`config.mk`:
```
export PLATFORM = sky130hd
export DESIGN_NAME = arb_rr_2ch
export DESIGN_NICKNAME = d
export VERILOG_FILES = /design/src/rtl/arb_rr_2ch.sv
export SDC_FILE = /design/constraint.sdc
export NUM_CORES = 1
export LEC_CHECK = 0
export CAP_MARGIN = 40
export CORE_AREA = 5 5 42 44
export CTS_CLUSTER_DIAMETER = 80
export DETAILED_ROUTE_END_ITERATION = 8
export DIE_AREA = 0 0 47 49
export DONT_BUFFER_PORTS = 1
export PLACE_DENSITY = 0.82
export SLEW_MARGIN = 40
export SYNTH_ARGS = -nofsm -noshare
export SYNTH_HDL_FRONTEND = slang
export SYNTH_SLANG_ARGS = --single-unit
```
`constraint.sdc`:
```
create_clock -name clk -period 2.6 [get_ports clk]
set_input_delay 0.26 -clock clk [delete_from_list [all_inputs] [get_ports clk]]
set_output_delay 0.26 -clock clk [all_outputs]
set_load 0.01 [all_outputs]
```
`src/rtl/arb_rr_2ch.sv`:
```
// arb_rr_2ch: two-channel, packet-level round-robin arbiter.
//
// Merges two packetised valid/ready streams onto one registered output
// channel. A granted channel keeps ownership until its last beat is accepted.
// After each packet, one IDLE cycle is spent arbitrating. If both channels
// request at that point, the channel that did not send the previous packet
// wins.
//
// Ports
//   clk, rst_n                       clock, async active-low reset
//   in0_valid/in0_data/in0_last      channel 0 beat in
//   in0_ready                        channel 0 accept (combinational)
//   in1_valid/in1_data/in1_last      channel 1 beat in
//   in1_ready                        channel 1 accept (combinational)
//   out_valid/out_data/out_last      registered output beat
//   out_ready                        downstream accept
//   sel                              registered grant, drives the 2:1 select
//
// state   | meaning
// --------+-------------------------------------------------------------
// S_IDLE  | between packets; arbitrate, accept nothing
// S_GNT0  | channel 0 owns the output until its last beat is accepted
// S_GNT1  | channel 1 owns the output until its last beat is accepted
module arb_rr_2ch #(
  parameter int DW = 8
) (
  input  logic          clk,
  input  logic          rst_n,
  input  logic          in0_valid,
  input  logic [DW-1:0] in0_data,
  input  logic          in0_last,
  output logic          in0_ready,
  input  logic          in1_valid,
  input  logic [DW-1:0] in1_data,
  input  logic          in1_last,
  output logic          in1_ready,
  output logic          out_valid,
  output logic [DW-1:0] out_data,
  output logic          out_last,
  input  logic          out_ready,
  output logic          sel
);

  typedef enum logic [1:0] {
    S_IDLE = 2'd0,
    S_GNT0 = 2'd1,
    S_GNT1 = 2'd2
  } state_t;

  state_t        state_q, state_d;
  logic          last_grant_q, last_grant_d;
  logic          sel_q, sel_d;
  logic          out_valid_q, out_valid_d;
  logic [DW-1:0] out_data_q, out_data_d;
  logic          out_last_q, out_last_d;

  logic out_free;
  logic acc0, acc1;

  // The output register can take a new beat when it is empty or being drained
  // in the same cycle, which gives back-to-back beats with no bubble.
  assign out_free  = !out_valid_q || out_ready;
  assign in0_ready = (state_q == S_GNT0) && out_free;
  assign in1_ready = (state_q == S_GNT1) && out_free;
  assign acc0      = in0_valid && in0_ready;
  assign acc1      = in1_valid && in1_ready;

  always_ff @(posedge clk or negedge rst_n) begin
    if (!rst_n) begin
      state_q      <= S_IDLE;
      last_grant_q <= 1'b1;
      sel_q        <= 1'b0;
      out_valid_q  <= 1'b0;
      out_data_q   <= '0;
      out_last_q   <= 1'b0;
    end else begin
      state_q      <= state_d;
      last_grant_q <= last_grant_d;
      sel_q        <= sel_d;
      out_valid_q  <= out_valid_d;
      out_data_q   <= out_data_d;
      out_last_q   <= out_last_d;
    end
  end

  always_comb begin
    state_d      = state_q;
    last_grant_d = last_grant_q;
    sel_d        = sel_q;
    unique case (state_q)
      S_IDLE: begin
        // On a tie, channel 0 wins only if channel 1 sent the last packet.
        if (in0_valid && (!in1_valid || last_grant_q)) begin
          state_d = S_GNT0;
          sel_d   = 1'b0;
        end else if (in1_valid) begin
          state_d = S_GNT1;
          sel_d   = 1'b1;
        end
      end
      S_GNT0: begin
        if (acc0 && in0_last) begin
          state_d      = S_IDLE;
          last_grant_d = 1'b0;
        end
      end
      S_GNT1: begin
        if (acc1 && in1_last) begin
          state_d      = S_IDLE;
          last_grant_d = 1'b1;
        end
      end
      default: state_d = S_IDLE;
    endcase
  end

  always_comb begin
    out_valid_d = out_valid_q;
    out_data_d  = out_data_q;
    out_last_d  = out_last_q;
    if (acc0) begin
      out_valid_d = 1'b1;
      out_data_d  = in0_data;
      out_last_d  = in0_last;
    end else if (acc1) begin
      out_valid_d = 1'b1;
      out_data_d  = in1_data;
      out_last_d  = in1_last;
    end else if (out_ready) begin
      out_valid_d = 1'b0;
    end
  end

  assign out_valid = out_valid_q;
  assign out_data  = out_data_q;
  assign out_last  = out_last_q;
  assign sel       = sel_q;

endmodule
```
---- After elaboration in Yosys (flattened, before gate mapping) ----
Index checks and enable logic that the tools add are counted.
operators by class
  $add $sub $neg .......................... 0
  $mul .................................... 0
  divide/modulo/power cells ............... 0
  order comparisons ....................... 0
  eq/ne operators ......................... 5
  shift operators ......................... 0
  multiplexer cells ....................... 17
  bitwise gates (word level) .............. 0
  reductions and logical operators ........ 19
operators with widths
  operator            count
  $mux 8              2
  $mux 1              9
  $mux 2              4
  $logic_and 1x1->1   7
  $pmux 2 s3          1
  $reduce_and 3->1    2
  $reduce_bool 2->1   3
  $ne 2x1->1 const B  2
  $ne 3x3->1 const B  1
  $reduce_bool 3->1   1
  $eq 2x1->1 const B  1
  $eq 2x2->1 const B  1
  $logic_not 1->1     2
  $logic_not 2->1     1
  $logic_or 1x1->1    2
  $pmux 1 s2          1
  $reduce_and 2->1    1
storage, ports and cells
  register bits after elaboration ......... 14
  bits in latches ......................... 0
  RAM bits ................................ 0
  bits in read-only memories .............. 0
  memories ................................ 0

---- Logic depth before layout (Yosys ltp) ----
  word-level depth ........................ 7
  mapped depth ............................ 5

---- Least setup slack after synthesis ----
OpenSTA, ideal clock, no wires.
  path type ............................... register to register
  start point ............................. register state_q[1]
  end point ............................... register out_data_q[0], in the netlist out_data[0]
  arrival ................................. 1.359 ns
  setup slack ............................. 1.116 ns
  cell stages (with the launch flop) ...... 6
  buffers on the path ..................... 2
  clock period less this slack ............ 1.484 ns
  cell sequence ........................... dfrtp_1 buf_6 nand3b_4 buf_6 a21oi_4 mux2_2
on the way
  cells in the longest elaborated chain, start to end .. 4
RTL lines
  what                                                RTL line  RTL
  from (decl)                                         50        state_t state_q, state_d;
  from (signal assigned)                              77        state_q <= state_d;
  $eq 2x1->1 / $eq 2x2->1 (equally long branches)     63, 64
  $logic_and 1x1->1, on equally long branches         63, 64
  $logic_and 1x1->1, on equally long branches         65, 66
  $mux 8 / $reduce_bool 2->1 (equally long branches)  --
  to (signal assigned)                                81        out_data_q <= out_data_d;
  to (decl)                                           54        logic [DW-1:0] out_data_q, out_data_d;
Parallel ways exist; a longest one is shown, timed or not.
A chain may end at the register's enable or synchronous reset.

---- Worst setup path in the final report ----
  start point ............................. register out_valid_q, in the netlist out_valid
  end point ............................... output in1_ready
on the way
  cells in the longest elaborated chain, start to end .. 3
RTL lines
  what                    RTL line  RTL
  from (decl)             53        logic out_valid_q, out_valid_d;
  from (signal assigned)  80        out_valid_q <= out_valid_d;
  $logic_not 1->1         62        assign out_free = !out_valid_q || out_ready;
  $logic_or 1x1->1        62
  $logic_and 1x1->1       64        assign in1_ready = (state_q == S_GNT1) && out_free;
  to (decl)               36        output logic in1_ready,
Every way passes these cells.

==> qor.csv <==
metric,value,unit
crit_required,2340,ps
setup_viol,0,
min_path_type,input pin to flip-flop,
antenna_found_initial,0,
grt_pass1_wl,2.44,mm
synth-compound-area-share,0.107,
port_buffers,0,
drt_first_pass_iters,4,
rsz0062_at_grt,false,
crit_path_end_kind,output pin,
overflow,0,
wl_per_cell,18.7,µm
reg2reg_depth,3,
synth-main-ff-cell,dfrtp_1,
p_clk_frac,0.160,
tightest_slew,769,ps
mostFrequentLayoutCells,"dfrtp_1, mux2_2, mux2_4, nor2_1, nor3_1",
combPwrFrac,0.345,
min_path_cells,1,
synth_top_family_by_area,multiplexers,
nets,92,
p_leak,0.000361,µW
cts_buffer_depth,2,
cts_tree,yes,
synth_edf_count,0,
synth_mux_area_frac,0.224,
syn_nets,90,
clock_latency,280,ps
timing.final.crit_share,0.697,
path_cells,"nor2b_1, nor2_1",
place.gp.congestion,0.865,
core.rowCount,14,
finalWirelength,1.57,mm
nFillCells,118,
synth_area,787,µm²
finalPower,980,µW
dieArea,2300,µm²
swShare,0.379,
place_area,774,µm²
grt_start_max_net_pins,15,
ff_latch_area,352,µm²
report.final.slew_viol_count,0,
vias,535,
cts_buffers,3,
multi_input_area,395,µm²
crit_path_max_incr_delay,650,ps
cts_max_level,1,
synth-seq-cells,14,
critPathArrivalTime,1550,ps
ys_seq_area_frac,0.447,
track_usage,0.148,
n_antenna_cell,0,
r2r_setup_slack,960,ps
layout_commonest_cell,dfrtp_1,
synth_xor_area_frac,0,
syn-instance-count,67,
setup_tns,0,ps
antenna_left,0,
critPathSlowestCell,nor2b_1,
core,1400,µm²
postCtsSetupBuffers,0,
syn_avg_cell_area,11.7,µm²
viasPerCell,6.37,
min_period,1810,ps
synthSimpleGateAreaFrac,0.172,
die_width,47,µm
dp_hpwl,1.22,mm
clk_pin_slew_worst_paths,80,ps
max_freq,552,MHz
drive_gt1_frac,0.309,
timing.max_cap.violations,0,
syn2layout_area_growth,4.29,%
io-pin-count,36,
grt_pass1_vias,569,
status,finished clean,
clock-sinks,14,
pwr-share-seq,0.495,
initial_utilization,0.562,
maxSlewHeadroom,0.486,
dieHeight,49,µm
timing.critical_path.from_type,flip-flop,
critPathKind,flip-flop to output pin,
synth.distinct_cells,26,
drc,0,
p_switching,372,µW
synth-async-reset-ratio,1.00,
ir_drop,0.638,mV
skew,1.81,ps
drt_iter0_markers,10,
ys_warn_count,0,
powerDensity,1190,nW/µm²
intPower,608,µW
synth_fa_ha_area_frac,0,
stdcell_area,821,µm²
cts_root_buf,clkbuf_4,
hold_viol_final,0,
path_max_fanout,10,
-- worst max-delay path: cells and delay by family, from the launching register on --
kind,cells,cell delay [ps]
flops,1,420
simple gates,2,860
-- routing by layer --
metal	up-vias	GRT usage	part of all wire
met5	-	0	0
met4	0	0.0553	0.0070
met3	2	0.0886	0.15
met2	36	0.217	0.47
met1	253	0.173	0.37
li1	244	-	-
-- worst paths after layout --
check,from,endpoint
setup / recovery,out_valid$_DFFE_PN0P_,in1_ready
hold / removal,in0_valid,sel$_DFFE_PN0P_
setup reg to reg,out_valid$_DFFE_PN0P_,out_data[1]$_DFFE_PN0P_
hold reg to reg,last_grant_q$_DFFE_PN1P_,last_grant_q$_DFFE_PN1P_
max in group asynchronous,rst_n,out_data[3]$_DFFE_PN0P_
min in group asynchronous,rst_n,sel$_DFFE_PN0P_
-- power groups by stage --
stage               Combinational (µW)  Clock [µW]  Sequential [µW]
floorplan                          350           0              432
global placement                   321           0              485
detailed placement                 339           0              489
CTS                                344         158              488
global route                       377         169              504
finish                             338         157              485
-- synth_stat cells (2+ instances only) --
master    instances  area, µm²
mux2_2            9        101
nand4_1           2       12.5
mux2_4            5       75.1
inv_1             2       7.51
a21oi_1           2       10.0
o31ai_1           3       22.5
nor2_1            4       15.0
a31oi_1           3       18.8
buf_6             2       22.5
dfrtp_1          13        325
nor3_1            4       20.0
nand2b_1          3       18.8
nand2_1           2       7.51
-- stage by stage --
stage          hold slack [ps]  worst slack (ps)  utilization  instances
2_1_floorplan            -35.6              1120            -         67
3_3_place_gp             -35.2              1020        0.553         79
3_5_place_dp             -35.3               987        0.553         79
4_1_cts                   71.5               788        0.586         84
5_1_grt                   66.7               659        0.586         84
6_report                  71.0               789        0.586         84
-- cells by family after synthesis --
group / Yosys count
flip-flops: 14
buffers and inverters: 6
AND/OR/NAND/NOR: 22
multiplexers: 14
AO/OA/AOI/OAI: 11
-- layout make-up --
class,instances,share of cell area
multi-input cells,47,0.482
well taps,16,0.0244
inverters,2,0.00915
clock buffers,4,0.0442
flip-flops and latches,14,0.428
repair buffers,1,0.0122
-- state kept, by name, summed over array words and instances (netlist names) --
| register | flops |
|---|---|
| state_q | 2 |
| out_last | 1 |
| last_grant_q | 1 |
| sel | 1 |
| out_valid | 1 |
| out_data | 8 |
-- what timing repair did --
| action | CTS | global route |
|---|---|---|
| setup endpoints to repair | 0 | 0 |
| hold buffers | 1 | 0 |
| resized for setup | 0 | 0 |
| endpoints found under the hold margin | 14 | 0 |
Note: power is estimated with default switching activity, not from simulation.
